--- config.mk ---
export PLATFORM = sky130hd
export DESIGN_NAME = sd_block_responder
export DESIGN_NICKNAME = d
export VERILOG_FILES = /design/src/rtl/sd_block_pkg.sv /design/src/rtl/sd_block_responder_arbiter.sv /design/src/rtl/sd_block_responder.sv
export SDC_FILE = /design/constraint.sdc
export NUM_CORES = 1
export LEC_CHECK = 0
export CAP_MARGIN = 15
export CORE_MARGIN = 4
export CORE_UTILIZATION = 55
export DETAILED_ROUTE_END_ITERATION = 8
export DONT_BUFFER_PORTS = 1
export GPL_ROUTABILITY_DRIVEN = 0
export PLACE_DENSITY = 0.76
export SLEW_MARGIN = 0
export SYNTH_ARGS = -nofsm -noshare
export SYNTH_HDL_FRONTEND = slang
export SYNTH_HIERARCHICAL = 1
export SYNTH_SLANG_ARGS = --single-unit
export TNS_END_PERCENT = 30
--- constraint.sdc ---
create_clock -name CLK_VIDEO -period 4.2 [get_ports CLK_VIDEO]
set_input_delay 0.84 -clock CLK_VIDEO [delete_from_list [all_inputs] [get_ports CLK_VIDEO]]
set_output_delay 0.84 -clock CLK_VIDEO [all_outputs]
set_load 0.02 [all_outputs]
--- src/rtl/sd_block_pkg.sv ---
// Shared types and constants for the emulated SD block-device responder.
package sd_block_pkg;

    localparam int SECTOR_BYTES = 512;
    localparam int GAP_CYCLES   = 2;

    typedef enum logic [3:0] {
        ST_IDLE,
        ST_GRANT,
        ST_RD_REQ,
        ST_RD_PUT,
        ST_WR_ADDR,
        ST_WR_WAIT,
        ST_WR_PUT,
        ST_DONE,
        ST_GAP
    } state_t;

    // Backing-store byte address {drive, lba, byte}; callers truncate to their address width.
    function automatic logic [63:0] sector_mem_addr(input logic [3:0]  drive,
                                                    input logic [31:0] lba,
                                                    input logic [8:0]  byte_idx);
        return {19'd0, drive, lba, byte_idx};
    endfunction

endpackage

--- src/rtl/sd_block_responder_arbiter.sv ---
// Fixed-priority one-hot request arbiter: the lowest requesting drive wins, nothing is granted while busy.
module sd_req_arbiter #(
    parameter int VDNUM = 2
) (
    input  logic [VDNUM-1:0] req,
    input  logic             busy,
    output logic [VDNUM-1:0] grant,
    output logic [3:0]       index,
    output logic             valid
);

    // Scan from the top down so the lowest set request is the last one written.
    always_comb begin
        grant = '0;
        index = '0;
        valid = 1'b0;
        for (int i = VDNUM - 1; i >= 0; i--) begin
            if (req[i] && !busy) begin
                grant    = '0;
                grant[i] = 1'b1;
                index    = 4'(i);
                valid    = 1'b1;
            end
        end
    end

endmodule

--- src/rtl/sd_block_responder.sv ---
// Responder side of the emulated SD block interface: serves 512-byte sector reads/writes from a byte store.
// Optional build macro SD_BLOCK_TRACE_EN adds a grant trace and per-drive sector counters for simulation.
module sd_block_responder
    import sd_block_pkg::*;
#(
    parameter int VDNUM   = 2,
    parameter int MEM_AW  = 32,
    parameter int DIN_LAT = 1
) (
    input  logic                CLK_VIDEO,
    input  logic                reset,
    input  logic [VDNUM-1:0]    sd_rd,
    input  logic [VDNUM-1:0]    sd_wr,
    input  logic [VDNUM*32-1:0] sd_lba,
    input  logic [VDNUM*8-1:0]  sd_buff_din,
    input  logic [VDNUM*64-1:0] img_size,
    input  logic [VDNUM-1:0]    img_readonly,
    output logic [VDNUM-1:0]    sd_ack,
    output logic [8:0]          sd_buff_addr,
    output logic [7:0]          sd_buff_dout,
    output logic                sd_buff_wr,
    output logic                mem_rd,
    output logic [MEM_AW-1:0]   mem_addr,
    input  logic [7:0]          mem_rdata,
    input  logic                mem_valid,
    output logic                mem_wr,
    output logic [7:0]          mem_wdata,
    input  logic                mem_ready,
    output logic                busy
);

    localparam int GW = $clog2(GAP_CYCLES + 1);
    localparam logic [GW-1:0] GAP_LAST  = GW'(GAP_CYCLES - 1);
    localparam logic [7:0]    WAIT_LAST = 8'(DIN_LAT - 1);
    localparam logic [9:0]    LAST_BYTE = 10'(SECTOR_BYTES - 1);

    state_t            state;
    logic [VDNUM-1:0]  gnt;
    logic [3:0]        gnt_index;
    logic              gnt_valid;
    logic [VDNUM-1:0]  ack_sel;
    logic [3:0]        drive;
    logic [31:0]       lba_q;
    logic              op_wr;
    logic              oob;
    logic              ro;
    logic [9:0]        count;
    logic [9:0]        next_count;
    logic [7:0]        wait_cnt;
    logic [GW-1:0]     gap_cnt;

    logic [31:0]       sel_lba;
    logic [63:0]       sel_size;
    logic              sel_ro;
    logic              sel_rd;
    logic              sel_oob;
    logic [40:0]       sel_bytes;
    logic [7:0]        cur_din;

    sd_req_arbiter #(.VDNUM(VDNUM)) u_arbiter (
        .req   (sd_rd | sd_wr),
        .busy  (state != ST_IDLE),
        .grant (gnt),
        .index (gnt_index),
        .valid (gnt_valid)
    );

    // Per-drive fields for the drive being granted now and for the drive already acknowledged.
    always_comb begin
        sel_lba  = '0;
        sel_size = '0;
        sel_ro   = 1'b0;
        sel_rd   = 1'b0;
        cur_din  = '0;
        for (int i = 0; i < VDNUM; i++) begin
            if (gnt[i]) begin
                sel_lba  = sd_lba[32*i +: 32];
                sel_size = img_size[64*i +: 64];
                sel_ro   = img_readonly[i];
                sel_rd   = sd_rd[i];
            end
            if (ack_sel[i]) begin
                cur_din = sd_buff_din[8*i +: 8];
            end
        end
    end

    // Sizes beyond 41 bits can never be reached by a 32-bit LBA, so they are always in range.
    assign sel_bytes  = {sel_lba, 9'd0};
    assign sel_oob    = (sel_size[63:41] == '0) ? (sel_bytes >= sel_size[40:0]) : 1'b0;
    assign next_count = count + 10'd1;

    always_ff @(posedge CLK_VIDEO) begin
        if (reset) begin
            state        <= ST_IDLE;
            sd_ack       <= '0;
            sd_buff_addr <= '0;
            sd_buff_dout <= '0;
            sd_buff_wr   <= 1'b0;
            mem_rd       <= 1'b0;
            mem_wr       <= 1'b0;
            mem_addr     <= '0;
            mem_wdata    <= '0;
            busy         <= 1'b0;
            ack_sel      <= '0;
            drive        <= '0;
            lba_q        <= '0;
            op_wr        <= 1'b0;
            oob          <= 1'b0;
            ro           <= 1'b0;
            count        <= '0;
            wait_cnt     <= '0;
            gap_cnt      <= '0;
        end else begin
            sd_buff_wr <= 1'b0;
            case (state)
                ST_IDLE: begin
                    if (gnt_valid) begin
                        ack_sel <= gnt;
                        drive   <= gnt_index;
                        lba_q   <= sel_lba;
                        op_wr   <= !sel_rd;
                        oob     <= sel_oob;
                        ro      <= sel_ro;
                        count   <= '0;
                        busy    <= 1'b1;
                        state   <= ST_GRANT;
                    end
                end
                ST_GRANT: begin
                    sd_ack <= ack_sel;
                    if (op_wr) begin
                        state <= ST_WR_ADDR;
                    end else begin
                        mem_rd   <= !oob;
                        mem_addr <= MEM_AW'(sector_mem_addr(drive, lba_q, count[8:0]));
                        state    <= ST_RD_REQ;
                    end
                end
                ST_RD_REQ: begin
                    if (oob) begin
                        sd_buff_addr <= count[8:0];
                        sd_buff_dout <= 8'h00;
                        sd_buff_wr   <= 1'b1;
                        state        <= ST_RD_PUT;
                    end else if (mem_valid) begin
                        mem_rd       <= 1'b0;
                        sd_buff_addr <= count[8:0];
                        sd_buff_dout <= mem_rdata;
                        sd_buff_wr   <= 1'b1;
                        state        <= ST_RD_PUT;
                    end
                end
                ST_RD_PUT: begin
                    if (count == LAST_BYTE) begin
                        sd_buff_addr <= '0;
                        state        <= ST_DONE;
                    end else begin
                        count    <= next_count;
                        mem_rd   <= !oob;
                        mem_addr <= MEM_AW'(sector_mem_addr(drive, lba_q, next_count[8:0]));
                        state    <= ST_RD_REQ;
                    end
                end
                ST_WR_ADDR: begin
                    sd_buff_addr <= count[8:0];
                    wait_cnt     <= '0;
                    state        <= ST_WR_WAIT;
                end
                ST_WR_WAIT: begin
                    if (wait_cnt == WAIT_LAST) begin
                        state <= ST_WR_PUT;
                    end else begin
                        wait_cnt <= wait_cnt + 8'd1;
                    end
                end
                ST_WR_PUT: begin
                    // First cycle samples the initiator byte; protected or out-of-range sectors skip the store.
                    if (!mem_wr && !oob && !ro) begin
                        mem_wdata <= cur_din;
                        mem_addr  <= MEM_AW'(sector_mem_addr(drive, lba_q, count[8:0]));
                        mem_wr    <= 1'b1;
                    end else if (!mem_wr || mem_ready) begin
                        mem_wr <= 1'b0;
                        if (count == LAST_BYTE) begin
                            sd_buff_addr <= '0;
                            state        <= ST_DONE;
                        end else begin
                            count <= next_count;
                            state <= ST_WR_ADDR;
                        end
                    end
                end
                ST_DONE: begin
                    sd_ack  <= '0;
                    gap_cnt <= '0;
                    state   <= ST_GAP;
                end
                ST_GAP: begin
                    if (gap_cnt == GAP_LAST) begin
                        busy  <= 1'b0;
                        state <= ST_IDLE;
                    end else begin
                        gap_cnt <= gap_cnt + 1'b1;
                    end
                end
                default: state <= ST_IDLE;
            endcase
        end
    end

`ifdef SD_BLOCK_TRACE_EN
    logic [31:0] sector_count [VDNUM];

    always_ff @(posedge CLK_VIDEO) begin
        if (reset) begin
            for (int i = 0; i < VDNUM; i++) sector_count[i] <= '0;
        end else if (state == ST_IDLE && gnt_valid) begin
            for (int i = 0; i < VDNUM; i++) begin
                if (gnt[i]) sector_count[i] <= sector_count[i] + 32'd1;
            end
            $display("sd_block: drive %0d %s lba %0d oob %0b", gnt_index, sel_rd ? "rd" : "wr", sel_lba, sel_oob);
        end
    end
`else
    // Trace build only: no sector counters here.
`endif

endmodule

; Word-level counts from Yosys, hierarchy flattened
; Cells that the tools add are included.
[op_classes]
muxes = 60
add_sub_neg = 3
bitwise_logic = 2
eq_ne = 23
n_lt_le_gt_ge = 1
reduce_logical = 37
[ops]
columns = op, count
row1 = $mux 32, 5
row2 = $mux 64, 2
row3 = $pmux 32 s3, 1
row4 = $mux 9, 5
row5 = $ge 41x41->1, 1
row6 = $mux 10, 4
row7 = $mux 8, 5
row8 = $pmux 4 s9, 1
row9 = $pmux 9 s4, 1
row10 = $pmux 10 s3, 1
row11 = $mux 4, 7
row12 = $ne 2x2->1 const B, 12
row13 = $logic_not 23->1, 1
row14 = $mux 1, 17
row15 = $eq 4x3->1 const B, 4
row16 = $pmux 8 s2, 1
row17 = $reduce_and 2->1, 6
row18 = $reduce_and 4->1, 3
row19 = $reduce_bool 2->1, 6
row20 = $add 10x1->10 const B, 1
row21 = $eq 10x9->1 const B, 1
row22 = $reduce_bool 3->1, 3
row23 = $add 8x1->8 const B, 1
row24 = $eq 4x2->1 const B, 2
row25 = 22 further kinds, 35
[totals]
output_inout_bits = 63
in_bits = 226
regBits = 115
elab_cells = 144

; Logic depth before layout (Yosys ltp)
; Gate-level depths: netlist (run 1).
[logic_depth]
word_depth = 9
mapped_depth = 16
mapped_depth_nobuf = 12

; By module
; The synthesis (run 1) kept the hierarchy.
[modules_own_cells]
columns = mod, cells_per_inst, instances, area_per_inst_um2, seq_area_each_um2
row1 = sd_block_responder, 764, 1, 6302.3, 2302.2
row2 = sd_req_arbiter, 8, 1, 62.6, 0.0

; Worst setup path after synthesis (run 1)
; No wires, ideal clock.
[synth_timing]
path_kind = input to register
startpoint = in sd_wr[1]
endpoint = reg oob
n_path_buf = 3
arrival_time_ps = 3600
slack_ps = 530
setup_time_ps = 71
required_ps = 4129
cell_stages = 14
cell_sequence = or2_2 -> nor3b_2 -> clkbuf_1 -> nor2b_1 -> clkbuf_1 -> buf_1 -> a22oi_1 -> ha_1 -> nand4_1 -> nor4_1 -> nand4_1 -> a31oi_1 -> o211ai_1 -> a21oi_1
[synth_via]
elab_chain_cells = 7
word_cells_on_any_way = 12
cone_classes = order compare (1) / mux (7) / bitwise (1) / reduce/logical (3)
[synth_lines]
columns = element, line_no
row1 = "start, declared", sd_block_responder.sv:13  ; input logic [VDNUM-1:0] sd_wr,
row2 = $or 2x2->2 (*), sd_block_responder.sv:61  ; .req (sd_rd | sd_wr),
row3 = $logic_and 1x1->1 (*), sd_block_responder_arbiter.sv:18  ; if (req[i] && !busy) begin
row4 = $mux 2 (*) (2 in series), sd_block_responder_arbiter.sv:18
row5 = named net gnt[1], sd_block_responder.sv:38  ; logic [VDNUM-1:0] gnt;
row6 = $mux 32 / $mux 64 (equally long branches), sd_block_responder.sv:76  ; if (gnt[i]) begin
row7 = $ge 41x41->1 / $logic_not 23->1 (equally long branches), sd_block_responder.sv:90  ; assign sel_oob = (sel_size[63:41] == '0) ? (sel_bytes >= sel_size[40:0]) : 1'b0;
row8 = $mux 1 (*), sd_block_responder.sv:90
row9 = "end signal, assigned", sd_block_responder.sv:123  ; oob <= sel_oob;
row10 = "end, declared", sd_block_responder.sv:45  ; logic oob;
; The timed path passes the listed nets; every way through them passes the cells marked *.
; A chain may end at the register's enable or synchronous reset.

; Worst setup path after layout (run 1)
[layout_timing]
startpoint = reg state[0]
endpoint = reg oob
[layout_via]
elab_chain_cells = 8
word_cells_on_any_way = 17
cone_classes = order compare (1) / mux (9) / reduce/logical (7)
[layout_lines]
columns = element, line_no
row1 = "start, declared", sd_block_responder.sv:37  ; state_t state;
row2 = "start signal, assigned", sd_block_responder.sv:95  ; state <= ST_IDLE;
row3 = "start signal, assigned", sd_block_responder.sv:127  ; state <= ST_GRANT;
row4 = "start signal, assigned", sd_block_responder.sv:133  ; state <= ST_WR_ADDR;
row5 = $reduce_bool 4->1 (*), sd_block_responder.sv:62  ; .busy (state != ST_IDLE),
row6 = $logic_not 1->1 (*), sd_block_responder_arbiter.sv:18
row7 = $logic_and 1x1->1 (*), sd_block_responder_arbiter.sv:18
row8 = $mux 2 (*), sd_block_responder_arbiter.sv:18
row9 = named net gnt[0], sd_block_responder.sv:38
row10 = $mux 32 / $mux 64 (equally long branches) (2 in series), sd_block_responder.sv:76
row11 = $ge 41x41->1 / $logic_not 23->1 (equally long branches), sd_block_responder.sv:90
row12 = $mux 1 (*), sd_block_responder.sv:90
; Marked as above.

==> results of run 1 <==
## flip-flops by register name (all words and copies together), names as in the netlist, 2 cells and up
signal        cells
gap_cnt           2
count            10
state             4
sd_buff_addr      9
mem_wdata         8
wait_cnt          8
ack_sel           2
mem_addr         32
lba_q            23
sd_ack            2
sd_buff_dout      8
## area by class of cell
cell class                 instances  area [um^2]
inverter                          10         37.5
clock buffer                      20          457
tap                              140          175
clock inverter                    12          154
timing repair buffer               8         85.1
sequential                       115         2300
antenna                            8         20.0
fill                             955         4040
multi-input combinational        590         3760
## stage by stage
| stage | cells | power [mW] | cell area, um^2 |
|---|---|---|---|
| 2_1_floorplan | 767 | 2.98 | 6330 |
| 3_3_place_gp | 863 | 3.32 | 6360 |
| 3_5_place_dp | 863 | 3.41 | 6360 |
| 4_1_cts | 895 | 4.89 | 6970 |
| 5_1_grt | 902 | 5.21 | 6990 |
| 6_report | 903 | 4.91 | 6990 |
## worst paths after layout
| kind | slack [ns] | start | cells past startpoint | to |
|---|---|---|---|---|
| max | 0.70 | state[0]$_SDFFE_PP0P_ | 13 | oob$_SDFFE_PP0P_ |
| min | 0.45 | lba_q[8]$_SDFFE_PP0P_ | 2 | mem_addr[17]$_SDFFE_PP0P_ |
| max reg2reg | 0.70 | state[0]$_SDFFE_PP0P_ | 13 | oob$_SDFFE_PP0P_ |
| min reg2reg | 0.45 | lba_q[8]$_SDFFE_PP0P_ | 2 | mem_addr[17]$_SDFFE_PP0P_ |
## where the power goes
| group | internal [mW] | leakage [nW] | switching, mW |
|---|---|---|---|
| Clock | 0.963 | 0.293 | 0.508 |
| Combinational | 0.700 | 1.26 | 1.28 |
| Sequential | 1.25 | 0.932 | 0.213 |
| Total | 2.91 | 2.48 | 2.00 |
## placed cells by master (no fill, tap or decap), types with 4 or more instances in the layout
master,count
nand2_1,134
dfxtp_1,115
a21oi_1,76
nor2_1,69
a22oi_1,63
ha_1,36
a22o_1,33
o21ai_0,17
clkbuf_16,17
nor4_1,13
nor3_1,12
nand4_1,11
nand3_1,11
xor2_1,10
a211oi_1,10
a211oi_2,9
diode_2,8
inv_1,8
buf_4,6
xnor2_1,5
and3_1,5
mux2i_1,5
a32o_1,5
nor2b_1,4
o211ai_1,4
## routing by layer
| metal | vias up | track usage | routed length [um] |
|---|---|---|---|
| li1 | 2786 | - | - |
| met1 | 2866 | 0.353 | 7850 |
| met2 | 345 | 0.534 | 10700 |
| met3 | 73 | 0.103 | 2070 |
| met4 | 0 | 0.193 | 1240 |
| met5 | - | 0 | 0 |
## worst register-to-register path, cell delays in order (launching register included)
cell	delay, ns
dfxtp_1	0.31
nor4_2	0.46
inv_2	0.19
nor2b_1	0.25
nor2b_4	0.22
buf_12	0.27
a22oi_1	0.15
ha_1	0.34
nand4_1	0.18
nor4_1	0.44
nand4_1	0.14
a31oi_1	0.20
o211ai_1	0.10
a21oi_1	0.19
==> flow_metrics.tcl, run 1 <==
set metrics [dict create \
    status "completed" \
    hold_violations 0 \
    power_density_nw_per_um2 703 \
    cts_made_buffers 17 \
    worstSetupPathType "reg -> reg" \
    synthesis.nets 1029 \
    setup_tns_ns 0 \
    drive_gt1_frac 0.0914 \
    cpMostUsedCell "nand4_1" \
    finClkSkew_ns 0.0109 \
    ys.warnings.count 6 \
    postRouteWirelength_mm 21.8 \
    dp_hpwl_mm 16.9 \
    h-tree-depth 4 \
    crit_path_end_kind "register" \
    slew_violations 0 \
    rsz0062_at_grt "no" \
    worst_slack_ns 0.696 \
    cp_top_family "simple AND/OR/NAND/NOR gates" \
    final_nets 1004 \
    cts_tree "yes" \
    cts.sinks 115 \
    die_w_um 115 \
    cp_num_buf_inv 2 \
    die_y_um 115 \
    grt_start_max_net_pins 108 \
    place.port_buffers 0 \
    utilization 0.634 \
    clock_latency_ns 0.42 \
    pin_count 289 \
    root_buffer "clkbuf_16" \
    core-area_um2 11000 \
    cp.required_ns 4.55 \
    path_cells "nor4_2 -> inv_2 -> nor2b_1 -> nor2b_4 -> buf_12 -> a22oi_1 -> ha_1 -> nand4_1 -> nor4_1 -> nand4_1 -> a31oi_1 -> o211ai_1 -> a21oi_1" \
    ant_nets 0 \
    overflow 0 \
    drtIter0Drc 548 \
    syn_avg_cell_area_um2 8.25 \
    post_cts_buffers 0 \
    hold_buffers 0 \
    hp-class "reg -> reg" \
    whs_ns 0.452 \
    ir_worst_vdd_mv 0.440 \
    tightest_slew_ns 1.09 \
    drv_cap 0 \
    synth_area_um2 6330 \
    gr-usage-all-layers 0.319 \
    cts_resized 0 \
    clkTransAtPathRegs_ns 0.05 \
    cts.path.max_buffers 2 \
    finalSetupViolCount 0 \
    p_leak_nw 2.48 \
    grt_pass1_vias 5925 \
    critical_path_arrival_ns 3.85 \
    grt_pass1_wl_mm 32.3 \
    synthCells 767 \
    fin_crit_ns 3.50 \
    route.detailed.drc 0 \
    slowest_delay_ns 0.46 \
    period_share 0.834 \
    cp_max_fo 66 \
    via_count 6070 \
    max_freq_mhz 285 \
    syn_to_final_growth_pct 10.4 \
    slowest_stage "nor4_2" \
    preCtsSetupSlack_ns 0.618 \
    vias_per_cell 6.72 \
    start_kind "register" \
    drt-pass1-iter-count 5 \
    wl_per_cell_um 24.2 \
    rows 38 \
    antenna_found_initial 7 \
    start_util 0.574 \
    maxSlewHeadroom 0.270 \
    dieArea_um2 13300 \
]
(Power assumes the default switching activity.)
==> run 2: changes to the inputs <==
PLACE_DENSITY = 0.79   (was 0.76)
clock period = 3.2 ns   (was 4.2 ns; I/O delays follow)
==> run 2 against run 1 <==
Effect of this change: first-iteration DRC count shrank 33%; utilization grew 2.7 points; sequential share of layout area shrank 1.4 points; maximum frequency grew 14%; clock power grew 39%; worst setup slack lost 0.58 ns; final cell count grew 2.2%; sequential power grew 31%; largest cell class unchanged; hold slack lost 0.16 ns; critical path depth is the same.
==> flow_metrics.tcl, run 2 (synthesis results as in run 1) <==
set metrics [dict create \
    status "completed" \
    gr-usage-all-layers 0.317 \
    maxSlewHeadroom 0.497 \
    tightest_slew_ns 0.752 \
    finClkSkew_ns 0.0130 \
    critical_path_arrival_ns 3.43 \
    hp-class "in -> reg" \
    cp_max_fo 23 \
    path_cells "nor4_4 -> inv_2 -> nor3b_4 -> nor2b_4 -> buf_12 -> a22o_1 -> ha_1 -> nand4_1 -> nor4_4 -> nand4_1 -> a31oi_1 -> o211ai_1 -> a21oi_1" \
    p_seq_frac 0.276 \
    power_density_nw_per_um2 950 \
    final_common_cell "nand2_1" \
    crit_path_end_kind "register" \
    worstSetupPathType "reg -> reg" \
    p_sw_mw 2.76 \
    max_freq_mhz 324 \
    grt_pass1_vias 5873 \
    die_y_um 115 \
    grt_pass1_wl_mm 32.1 \
    clkTransAtPathRegs_ns 0.06 \
    drv_cap 0 \
    finalPower_mw 6.93 \
    cts_tree "yes" \
    grt_start_max_net_pins 108 \
    comb_power_share 0.428 \
    drtIter0Drc 368 \
    via_count 6161 \
    core-area_um2 11000 \
    cp.required_ns 3.54 \
    largest-register "mem_addr" \
    setup_tns_ns 0 \
    ant_nets 0 \
    vias_per_cell 6.67 \
    clock_latency_ns 0.42 \
    root_buffer "clkbuf_16" \
    route.detailed.drc 0 \
    dieArea_um2 13300 \
    start_kind "register" \
    antenna_found_initial 9 \
    place.port_buffers 0 \
    final_nets 1023 \
    h-tree-depth 4 \
    finalSetupViolCount 0 \
    final_cell_mix "134 x nand2_1, 115 x dfxtp_1, 76 x a21oi_1, 69 x nor2_1, 62 x a22oi_1" \
    slowest_delay_ns 0.38 \
    period_share 0.965 \
    largest_reg_flops 32 \
    largestRegisters "mem_addr: 32 flops, lba_q: 23 flops, count: 10 flops" \
    p_leak_nw 2.62 \
    slowest_stage "nor4_4" \
    overflow 0 \
    drive_gt1_frac 0.123 \
    p_int_mw 4.17 \
    dp_hpwl_mm 16.7 \
    cts.sinks 115 \
    fin_crit_ns 3.09 \
    ir_worst_vdd_mv 0.523 \
    pin_count 289 \
    wl_per_cell_um 23.8 \
    drt-pass1-iter-count 5 \
    switching_share 0.398 \
    clockPowerShare 0.296 \
    cts.path.max_buffers 2 \
    start_util 0.574 \
    postRouteWirelength_mm 21.9 \
    cts_made_buffers 17 \
    hold_buffers 0 \
    slew_violations 0 \
    die_w_um 115 \
    hold_violations 0 \
    syn_to_final_growth_pct 15.1 \
    rows 38 \
]
run 2: critical path: cells and delay by family (launching register included):
| kind | cells | cell delay (ns) |
|---|---|---|
| adders and majority gates | 1 | 0.34 |
| AOI/OAI and AO/OA | 4 | 0.70 |
| and+or+nand+nor | 6 | 1.38 |
| buffers and inverters | 2 | 0.27 |
| DFF | 1 | 0.33 |
run 2: power by group through the flow:
stage	logic, mW	clock network, mW	registers, mW
2_1_floorplan	2.07	0	1.87
3_3_place_gp	2.61	0	1.93
3_5_place_dp	2.74	0	1.94
4_1_cts	2.76	2.06	1.91
5_1_grt	3.28	2.14	1.94
6_report	2.96	2.05	1.91
run 2: final timing paths:
check | startpoint | end | slack (ns) | cells after the start
worst max-delay path | state[3]$_SDFFE_PP0P_ | oob$_SDFFE_PP0P_ | 0.11 | 13
worst min-delay path | reset | sd_buff_dout[3]$_SDFFE_PP0P_ | 0.29 | 1
worst max register to register | state[3]$_SDFFE_PP0P_ | oob$_SDFFE_PP0P_ | 0.11 | 13
worst min register to register | lba_q[0]$_SDFFE_PP0P_ | lba_q[0]$_SDFFE_PP0P_ | 0.46 | 2
run 2: final cells by class:
cell class                      count  area (um^2)
Multi-Input combinational cell    590         3850
Fill cell                         925         3740
Sequential cell                   115         2300
Clock buffer                       21          460
Timing Repair Buffer               27          269
Clock inverter                     11          175
Tap cell                          140          175
Inverter                           10         37.5
Antenna cell                        9         22.5
run 2: through the flow:
stage	cell area [um^2]	utilization	instances	setup WS, ns	hold slack, ns
after floorplan	6360	-	767	0.0429	0.437
after global placement	6530	0.592	878	-0.0165	0.439
after detailed placement	6530	0.592	878	-0.135	0.442
after CTS	7160	0.649	910	0.00319	0.279
after global routing	7290	0.661	923	-0.0527	0.279
final	7290	0.661	923	0.113	0.292
run 2: routing by layer:
| layer | track usage | wire, um |
|---|---|---|
| met1 | 0.366 | 8030 |
| met2 | 0.514 | 10700 |
| met3 | 0.102 | 1970 |
| met4 | 0.189 | 1260 |
| met5 | 0 | 0 |
run 2: timing repair:
action,in CTS,in global routing
hold endpoints to repair,0,0
gates resized for setup,0,10
setup buffers,0,4
setup endpoints to repair,0,1
